==> src/rtl/ov7670_sccb.sv <==
// ov7670_sccb: 3-phase SCCB write master (ID, register address, value) for OV7670 init.
// Define OV7670_SCCB_ACK_CHECK_EN to sample SIOD during the don't-care bits and flag a missing ack on nack.
module ov7670_sccb #(
    parameter int          QUARTER  = 250,
    parameter logic [7:0]  SLAVE_ID = 8'h42
) (
    input  logic        clk,
    input  logic        reset,
    input  logic        start,
    input  logic [15:0] data,
    input  logic        siod_in,
    output logic        sioc,
    output logic        siod_out,
    output logic        siod_oe,
    output logic        busy,
    output logic        done,
    output logic        nack
);
    typedef enum logic [2:0] {IDLE, START, BITS, STOP, DONE} state_t;
    state_t      state_q, state_d;
    logic [15:0] qcnt_q, qcnt_d;
    logic [1:0]  qidx_q, qidx_d;
    logic [4:0]  bcnt_q, bcnt_d;
    logic [15:0] dat_q, dat_d;
    logic        nack_q, nack_d;
    logic [26:0] frame;
    logic        is_x;
    logic        qend;
    assign frame = {SLAVE_ID, 1'b1, dat_q[15:8], 1'b1, dat_q[7:0], 1'b1};
    assign is_x  = (bcnt_q == 5'd8) || (bcnt_q == 5'd17) || (bcnt_q == 5'd26);
    assign qend  = qcnt_q == 16'(QUARTER - 1);
`ifndef OV7670_SCCB_ACK_CHECK_EN
    logic unused_siod;
    assign unused_siod = siod_in;
`endif
    // state and counter registers, cleared asynchronously
    always_ff @(posedge clk or posedge reset) begin
        if (reset) begin
            state_q <= IDLE;
            qcnt_q  <= '0;
            qidx_q  <= '0;
            bcnt_q  <= '0;
            dat_q   <= '0;
            nack_q  <= 1'b0;
        end else begin
            state_q <= state_d;
            qcnt_q  <= qcnt_d;
            qidx_q  <= qidx_d;
            bcnt_q  <= bcnt_d;
            dat_q   <= dat_d;
            nack_q  <= nack_d;
        end
    end
    // phase sequencing: each phase is four quarters, BITS repeats for 27 bits
    always_comb begin
        state_d = state_q;
        qcnt_d  = qcnt_q;
        qidx_d  = qidx_q;
        bcnt_d  = bcnt_q;
        dat_d   = dat_q;
        nack_d  = nack_q;
        case (state_q)
            IDLE: if (start) begin
                state_d = START;
                dat_d   = data;
                nack_d  = 1'b0;
                qcnt_d  = '0;
                qidx_d  = '0;
                bcnt_d  = '0;
            end
            DONE: state_d = IDLE;
            default: begin
                qcnt_d = qend ? '0 : qcnt_q + 16'd1;
                if (qend) begin
                    qidx_d = qidx_q + 2'd1;
                    if (qidx_q == 2'd3) begin
                        state_d = state_q == START ? BITS :
                                  state_q == STOP  ? DONE :
                                  bcnt_q == 5'd26  ? STOP : BITS;
                        bcnt_d  = (state_q == BITS && bcnt_q != 5'd26) ? bcnt_q + 5'd1 : '0;
                    end
                end
`ifdef OV7670_SCCB_ACK_CHECK_EN
                if (state_q == BITS && is_x && qidx_q == 2'd2 && qcnt_q == '0 && siod_in)
                    nack_d = 1'b1;
`endif
            end
        endcase
    end
    // pad waveforms decoded from phase, quarter index and bit position
    always_comb begin
        sioc     = 1'b1;
        siod_out = 1'b1;
        siod_oe  = 1'b0;
        case (state_q)
            START: begin
                sioc     = qidx_q != 2'd3;
                siod_out = ~qidx_q[1];
                siod_oe  = 1'b1;
            end
            BITS: begin
                sioc     = qidx_q[1];
                siod_out = frame[5'd26 - bcnt_q];
                siod_oe  = ~is_x;
            end
            STOP: begin
                sioc     = qidx_q != 2'd0;
                siod_out = qidx_q[1];
                siod_oe  = 1'b1;
            end
            DONE: siod_oe = 1'b1;
            default: ;
        endcase
    end
    assign busy = state_q != IDLE;
    assign done = state_q == DONE;
    assign nack = nack_q;
endmodule

==> config.mk <==
export PLATFORM = sky130hd
export DESIGN_NAME = ov7670_sccb
export DESIGN_NICKNAME = d
export VERILOG_FILES = /design/src/rtl/ov7670_sccb.sv
export SDC_FILE = /design/constraint.sdc
export NUM_CORES = 1
export LEC_CHECK = 0
export BUFFER_PORTS_ARGS = -buffer_cell sky130_fd_sc_hd__buf_4
export CORE_MARGIN = 3
export CORE_UTILIZATION = 63
export CTS_BUF_LIST = sky130_fd_sc_hd__clkbuf_8 sky130_fd_sc_hd__clkbuf_16
export CTS_CLUSTER_DIAMETER = 50
export DETAILED_ROUTE_END_ITERATION = 16
export PLACE_DENSITY = 0.93
export RECOVER_POWER = 25
export SLEW_MARGIN = 20
export SYNTH_ARGS = -nofsm -noshare
export SYNTH_HDL_FRONTEND = slang
export SYNTH_SLANG_ARGS = --single-unit
==> constraint.sdc <==
create_clock -name clk -period 4.9 [get_ports clk]
set_clock_uncertainty 0.05 [all_clocks]
set_input_delay 0.98 -clock clk [delete_from_list [all_inputs] [get_ports clk]]
set_output_delay 0.98 -clock clk [all_outputs]
set_load 0.02 [all_outputs]
---- After elaboration in Yosys (flattened, before gate mapping) ----
Index checks and enable logic that the tools add are counted.
word-level totals
  register bits ........................... 42
  latch bits .............................. 0
  bits in writable memories ............... 0
  memory bits (read-only) ................. 0
  bits of input ports ..................... 20
  output and inout port bits .............. 6
  memories ................................ 0
operators by class
  add/sub/neg operators ................... 4
  multipliers ............................. 0
  div/mod/pow operators ................... 0
  order comparisons ....................... 1
  equality and inequality tests ........... 12
  shift operators ......................... 0
  muxes and demuxes ....................... 23
  bitwise logic cells ..................... 3
  reductions and logical operators ........ 16
operators with widths
  kind                     number
  $mux W16                 2
  $pmux W16 S2             1
  $mux W5                  4
  $add A16 B1 Y16 const B  1
  $eq A16 B8 Y1 const B    1
  $mux W3                  5
  $eq A5 B5 Y1 const B     2
  $pmux W5 S2              1
  $reduce_bool A3 Y1       3
  $eq A3 B2 Y1 const B     2
  $lt A5 B6 Y1 const B     1
  $pmux W1 S3              2
  $pmux W3 S2              1
  $reduce_and A3 Y1        2
  $reduce_bool A2 Y1       3
  $add A5 B1 Y5 const B    1
  $bmux W1 S5              1
  $eq A5 B4 Y1 const B     1
  $ne A5 B5 Y1 const B     1
  $sub A5 B5 Y5 const A    1
  $mux W2                  2
  $ne A2 B2 Y1 const B     2
  $pmux W2 S2              1
  $reduce_and A2 Y1        2
  12 further kinds         16

---- Depth between registers and ports, before layout ----
Gate-level depths: netlist of the first run.
  depth after elaboration ................. 7
  mapped depth ............................ 9
  gate-level depth less buffers ........... 7

---- Worst setup path before layout of the first run ----
OpenSTA, ideal clock, no wires.
  kind .................................... reg-to-output
  start ................................... reg bcnt_q[0]
  end ..................................... out siod_out
  arrival ................................. 2.590 ns
  setup slack ............................. 1.280 ns
  cell stages (with the launch flop) ...... 10
  buffers on the path ..................... 2
  cell sequence ........................... dfrtp_1 -> clkbuf_1 -> inv_1 -> ha_1 -> clkbuf_1 -> mux2i_1 -> a21oi_1 -> mux2i_1 -> mux2_2 -> a221oi_1
on the way
  word-level cells in the longest chain between the ends .. 4
RTL lines
  item                           line  text
  start: declaration             23    logic [4:0] bcnt_q, bcnt_d;
  start signal: assignment       49    bcnt_q <= bcnt_d;
  $sub A5 B5 Y5                  103   siod_out = frame[5'd26 - bcnt_q];
  $bmux W1 S5                    103
  $mux W1 (implied by the code)  103
  $pmux W1 S3                    95    case (state_q)
  end: declaration               13    output logic siod_out,
Every way passes these cells. The select of a mux whose other input is x is not followed.

---- Final worst setup path of the first run ----
Ends and elaborated chain as after synthesis.

==> results.txt, run 1 <==
Largest family of logic cells by synthesized area: simple AND/OR/NAND/NOR gates
IO Pins: 26
Slowest stage delay, CP: 0.67 ns
Die footprint: 4890 um^2
Hold_buf cts: 0
Port bufs: 23
Post-CTS Setup Bufs: 0
Final Hold Fails: 0
CP max-delay cell: dfrtp_1
Failing checks: max-capacitance violations, max-slew violations
Initial core utilization: 67.9%
Pre-Repair DR Iteration Count: 5
Clk Latency, worst-skew pair: 0.30 ns
Most used DFF post-synth: dfrtp_1
Area grow syn2layout: 9.71%
First-pass GRT wire length: 9760 um
Rows: 22
Share of layout cells above drive strength 1: 16.1%
Critical path cell sequence: inv_1, ha_1, mux2i_1, a21oi_1, mux2i_1, mux2_2, a221oi_1, buf_4
Die X: 70.0 um
Critical Path RT: 3.87 ns
Synth Area in Compound Gates: 14.9%
Routability cong.: 0.867
Post-DR vias/cell: 6.19
Wire per inst: 16.3 um
Vias in the first global route: 2107
Number of synthesized flops with an enable pin: 0
Residual overflow from global routing: 0
NumNets Final: 338
Fin crit share: 80.4%
TritonCTS buffer count: 5
Ant. Diodes: 0
CORE AREA: 3800 um^2
Clk root buf: clkbuf_8
Slew Limit Fails: 43
RSZ-0062 raised after global routing: false
Total track usage: 24.6%
Max_cap viols: 1
Mapped Cells: 298
Routed wire length: 5840 um
Initial antenna violation count: 0
CTS max path bufs: 2
Post-DP HPWL: 3900 um
Status: finished, violations left
Pwr/cell area: 355 nW/um^2
Largest net degree at the start of global routing: 43
Crit-path most repeated cell: mux2i_1
Footprint of the multi-input gates: 1390 um^2
Finished Cell Area: 2830 um^2
Post-synthesis async set-or-reset flop share: 100%
Clock Sinks: 42
Post-DP Area: 2720 um^2
Simple-gate share of the synthesized area: 27.3%
Cts repair resizes: 0
Min Hold Slack: 0.432 ns
Critical path arrival: 2.91 ns
Critical path class: reg2out
Register Area: 1050 um^2
CTS clk-pin slew, worst paths: 0.09 ns
Die H: 70.0 um
Post-layout minimum cycle time: 3.94 ns
TritonCTS clock tree: built
Pleak: 1.30 nW
Count of different cell masters after synthesis: 54
Synthesized cell area: 2580 um^2
Slew @ Worst Pin: 2.21 ns
Initial DRC Count: 247
Crit end category: output port
Xor/xnor cell area share of the yosys netlist: 2.72%
Peak supply drop: 0.283 mV
Htree depth: 2
Final setup viols: 0
Antenna-violating nets left: 0
Max-Slew Margin vs Limit: -47.5%
Mean area per synthesized cell: 8.65 um^2
Adder and majority gate portion of the synthesized area: 3.88%
Net Count, Synth: 326
Residual DRC: 0
Via count: 2224
Synth Warn #: 0
Fmax: 254 MHz
Worst hold path type: reg2reg
Filler cell count in the final layout: 271
Sequential area share after synthesis: 40.8%
Yosys reg bits: 42
Critical Path Source Type: register
CP Max Fanout: 15
Mux contribution to synthesized area: 5.00%
Post-Route Setup TNS: 0 ns
state kept, by name (all words and copies together) (netlist names):
register	cells
bcnt_q	5
state_q	3
qcnt_q	16
dat_q	16
qidx_q	2
cell families after synthesis:
group	Yosys count
mux	10
compound gates	63
fa+ha+maj	8
xor+xnor	8
buf+inv	28
flops	42
other cells	1
simple gates	138
Yosys cell counts (all sizes together) (2+ instances only):
cell type / number / area (um^2)
buf: 7 / 57.5
nor3b: 5 / 37.5
a21o: 4 / 30.0
clkbuf: 13 / 48.8
nor2b: 6 / 37.5
o31ai: 2 / 15.0
nor2: 9 / 33.8
xor2: 3 / 26.3
o22ai: 2 / 12.5
nor3: 3 / 15.0
dfrtp: 42 / 1050
nand3b: 2 / 15.0
a211oi: 2 / 15.0
xnor2: 5 / 43.8
a31oi: 11 / 68.8
mux2i: 5 / 50.1
o21ai: 20 / 104
nand2: 70 / 263
or4b: 2 / 23.8
nand2b: 2 / 12.5
and2: 5 / 31.3
mux4: 2 / 45.0
nor4: 5 / 46.3
or2: 3 / 18.8
or3: 4 / 27.5
inv: 8 / 30.0
nand4: 4 / 31.3
ha: 8 / 100
mux2: 3 / 33.8
nand3: 13 / 65.1
a21oi: 14 / 70.1
placed cells by master (no fill, tap or decap), types with 6 or more instances in the layout:
master	Yosys	routed
a21oi_1	14	14
a31oi_1	11	11
buf_4	2	23
dfrtp_1	42	42
ha_1	8	8
inv_1	8	8
nand2_1	70	70
nand3_1	13	13
nor2_1	9	9
nor2b_1	6	6
o21ai_0	19	19
through the flow:
step	cells	setup slack [ns]	utilization [%]	total power, mW
2_1_floorplan	298	1.28	-	0.653
3_3_place_gp	351	1.46	71.6	0.701
3_5_place_dp	351	1.37	71.6	0.719
4_1_cts	359	0.988	74.5	1.00
5_1_grt	359	0.752	74.4	1.06
6_report	359	0.961	74.4	1.00
worst paths after layout:
path                                   startpoint                endpoint  slack, ns  depth (start not counted)
max in group asynchronous                   reset   qidx_q[0]$_DFFE_PP0P_       2.10                          3
setup reg to reg           state_q[1]$_DFFE_PP0P_  qcnt_q[14]$_DFFE_PP0P_       2.41                          5
setup / recovery            bcnt_q[0]$_DFFE_PP0P_                siod_out       0.96                          8
min in group asynchronous                   reset   dat_q[12]$_DFFE_PP0P_       1.44                          3
hold reg to reg              dat_q[1]$_DFFE_PP0P_    dat_q[1]$_DFFE_PP0P_       0.43                          2
hold / removal               dat_q[1]$_DFFE_PP0P_    dat_q[1]$_DFFE_PP0P_       0.43                          2
metal layers:
metal / vias up / share of wire [%] / GRT usage (%)
met5: - / 0 / 0
met2: 79 / 51 / 41.4
met1: 1065 / 42 / 31.1
li1: 1065 / - / -
met4: 0 / 2.3 / 8.09
met3: 15 / 4.7 / 5.61
power breakdown:
group	internal, mW	total (mW)	switching (mW)
sequential	0.409	0.494	0.0850
clock	0.153	0.282	0.129
combinational	0.111	0.229	0.118
total	0.672	1.00	0.332
critical path, delay by kind of cell (launching register included):
kind / cells / cell delay (ns)
fa+ha+maj: 1 / 0.54
flops: 1 / 0.67
buf+inv: 2 / 0.35
compound gates: 2 / 0.49
mux: 3 / 0.55
final cells by class:
cell class | instances | share of cell area (%)
sequential | 42 | 37.2
multi-input combinational | 228 | 49.2
timing repair buffer | 25 | 6.50
inverter | 8 | 1.06
tap | 48 | 2.12
clock inverter | 3 | 1.55
clock buffer | 5 | 2.43
Power figures use the tool's default switching activity.
==> run 2: changes to the inputs <==
Settings changed: ABC_AREA set to 1, CORE_UTILIZATION 63 to 59, PLACE_DENSITY 0.93 to 0.89.
Clock period 4.9 ns to 3.7 ns, I/O delays scaled along.
==> run 2 against run 1 <==
Against the previous run: the run still ends with max-capacitance violations, max-slew violations left; synthesized area up 1.6%; utilization fell by 3.9 points; final cell count rose by 14%; register-to-register slack worse by 0.99 ns; hold slack improved by 0.022 ns; non-clock buffer count shrank 1; die area rose by 7.7%.
==> results.txt, run 2 <==
Final setup viols: 0 (unchanged)
Critical Path RT: 2.91 ns (-0.96 ns)
Pwr/cell area: 706 nW/um^2 (+99%)
Port bufs: 23 (unchanged)
Top-area cell type share of the netlist area: 40.1% (-0.64 points)
Share of layout cells above drive strength 1: 14.8% (-1.3 points)
Post-DR vias/cell: 5.67 (-8.5%)
CP Max Fanout: 14 (-1)
Routability cong.: 0.876 (+1.1%)
Post-synthesis async set-or-reset flop share: 100% (unchanged)
Hold Crit Endpoint: dat_q[14]$_DFFE_PP0P_
Commonest non-fill, non-tap cell in the layout: nand2_1
Fmax: 296 MHz
Clock Sinks: 42 (unchanged)
Pleak: 1.43 nW (+10%)
Post-Route Setup TNS: 0 ns (unchanged)
Largest regs: dat_q: 16 flops, qcnt_q: 16 flops, bcnt_q: 5 flops
Top-count cell post-synth: nand2_1
Htree depth: 2 (unchanged)
Final Hold Fails: 0 (unchanged)
Residual overflow from global routing: 0 (unchanged)
Crit-path most repeated cell: nand2_1
Most used DFF post-synth: dfrtp_1
Area grow syn2layout: 11.7%
R2R Setup Slk: 1.42 ns (-0.99 ns)
Post-layout minimum cycle time: 3.37 ns
Reg2reg path depth: 8 (+3)
Post-DP Area: 2820 um^2 (+3.6%)
Slowest stage delay, CP: 0.60 ns (-0.07 ns)
Residual DRC: 0 (unchanged)
Initial core utilization: 63.2% (-4.7 points)
Mapped Cells: 333 (+12%)
Net Count, Synth: 361 (+11%)
Fin crit share: 91.2%
Post-CTS Setup Bufs: 0 (unchanged)
R2r startpoint: qcnt_q[1]$_DFFE_PP0P_
IO Pins: 26 (unchanged)
Antenna-violating nets left: 0 (unchanged)
RSZ-0062 raised after global routing: false
Most frequent cells in the layout: 96 x nand2_1, 42 x dfrtp_1, 38 x nor2_1, 38 x inv_1, 33 x nand3_1
Worst hold path type: reg2reg
Crit end category: output port
Failing checks: max-capacitance violations, max-slew violations
Routed wire length: 5610 um (-3.9%)
Max_cap viols: 1 (unchanged)
Total track usage: 22.6% (-2.0 points)
Ant. Diodes: 0 (unchanged)
Synth top cells by count: 96 x nand2_1, 42 x dfrtp_1, 38 x nor2_1, 37 x inv_1, 33 x nand3_1
Hold_buf cts: 0 (unchanged)
Via count: 2319 (+4.3%)
Number of synthesized flops with an enable pin: 0 (unchanged)
Cell taking the most area after synthesis: dfrtp_1
Finished Cell Area: 2920 um^2 (+3.4%)
Largest cells by area after synthesis: dfrtp_1 40%, nand2_1 14%, nand3_1 6.3%, mux2_4 5.7%, nor2_1 5.4%
Slew @ Worst Pin: 2.20 ns (-0.0171 ns)
Reg2reg end: bcnt_q[1]$_DFFE_PP0P_
Initial DRC Count: 200 (-19%)
Post-DP HPWL: 4020 um (+3.0%)
Yosys reg bits: 42 (unchanged)
Cts repair resizes: 0 (unchanged)
Pre-Repair DR Iteration Count: 5 (unchanged)
Clk root buf: clkbuf_8
Status: finished, violations left
Setup WS post-layout: 0.327 ns (-0.634 ns)
CP max-delay cell: dfrtp_1
Peak supply drop: 0.378 mV (+33%)
Fin cells: 409 (+14%)
Pre-CTS setup slack: 0.694 ns (-0.681 ns)
Dpl cells: 401 (+14%)
TritonCTS buffer count: 5 (unchanged)
Die H: 72.6 um (+3.8%)
Die footprint: 5270 um^2 (+7.7%)
Slew Limit Fails: 43 (unchanged)
Wire per inst: 13.7 um (-16%)
Critical path arrival: 2.58 ns (-0.33 ns)
Critical path cell sequence: clkinv_1, ha_1, inv_1, nand3_1, nand3_1, nand3_1, nand2_1, nand2_1, nand2_1, nand2_1, buf_4
Filler cell count in the final layout: 326 (+20%)
Largest net degree at the start of global routing: 43 (unchanged)
TritonCTS clock tree: built
CTS max path bufs: 2 (unchanged)
Synthesized cell area: 2620 um^2 (+1.6%)
Hold Crit Depth: 1 (-1)
Critical path class: reg2out
Initial antenna violation count: 0 (unchanged)
Mean area per synthesized cell: 7.86 um^2 (-9.1%)
CTS clk-pin slew, worst paths: 0.08 ns (about the same)
Clk Latency, worst-skew pair: 0.31 ns (about the same)
Vias in the first global route: 2202 (+4.5%)
Sequential area share after synthesis: 40.1% (-0.64 points)
Die X: 72.6 um (+3.8%)
CORE AREA: 4140 um^2 (+9.1%)
Count of different cell masters after synthesis: 30 (-44%)
Hold Startpoint: dat_q[14]$_DFFE_PP0P_
First-pass GRT wire length: 9400 um (-3.7%)
Synth Warn #: 0 (unchanged)
Max-Slew Margin vs Limit: -46.4% (+1.1 points)
NumNets Final: 386 (+14%)
Rows: 23 (+4.5%)
Critical Path Source Type: register
[run 2: routing by layer]
| layer | global-route usage [%] | up-vias | routed length (um) |
|---|---|---|---|
| met3 | 4.13 | 28 | 284 |
| met1 | 27.8 | 1076 | 2380 |
| met4 | 12.3 | 0 | 205 |
| met2 | 37.5 | 82 | 2740 |
| li1 | - | 1133 | - |
| met5 | 0 | - | 0 |
[run 2: worst max path at each step]
stage | startpoint | cells after the start | to
3_3_place_gp | bcnt_q[0]$_DFFE_PP0P_ | 11 | siod_out
2_1_floorplan | bcnt_q[0]$_DFFE_PP0P_ | 10 | siod_out
3_5_place_dp | bcnt_q[0]$_DFFE_PP0P_ | 11 | siod_out
6_report | bcnt_q[0]$_DFFE_PP0P_ | 11 | siod_out
5_1_grt | bcnt_q[0]$_DFFE_PP0P_ | 11 | siod_out
4_1_cts | bcnt_q[0]$_DFFE_PP0P_ | 11 | siod_out
[run 2: kinds of logic (layout without fill, tap and decap cells)]
group                    count (synthesis)  in the layout  synth area share [%]
AND/OR/NAND/NOR                        190            190                  32.2
buffers and inverters                   45             71                  7.36
flip-flops                              42             42                  40.1
other                                    1              1                 0.143
multiplexers                            16             16                  8.31
XOR/XNOR                                 7              7                  2.34
adder cells (fa/ha/maj)                  8              8                  3.82
AO/OA/AOI/OAI                           24             24                  5.73
[run 2: report_power, final]
part | total (mW) | leakage, nW | internal [mW] | switching, mW
clock | 0.368 | 0.0556 | 0.199 | 0.169
sequential | 0.736 | 0.541 | 0.602 | 0.134
combinational | 0.960 | 0.835 | 0.398 | 0.562
total | 2.06 | 1.43 | 1.20 | 0.865
[run 2: area by class of cell]
cell class	count	area, um^2	area share [%]
Multi-Input combinational cell	246	1380	47.0
Sequential cell	42	1050	35.9
Timing Repair Buffer	24	176	6.03
Inverter	39	149	5.09
Clock buffer	5	68.8	2.35
Tap cell	50	62.6	2.14
Clock inverter	3	41.3	1.41
[run 2: stage by stage]
step                power (mW)  hold WS, ns  utilization [%]
finish                    2.06        0.455             70.6
global route              2.21        0.467             70.6
CTS                       2.07        0.461             70.7
detailed placement        1.70        0.442             68.0
global placement          1.65        0.444             68.0
floorplan                 1.47        0.420                -
[run 2: critical path, delay by kind of cell, from the launching register on]
kind	cells	cell delay, ns
fa+ha+maj	1	0.48
buf+inv	3	0.70
flops	1	0.60
simple gates	7	0.51
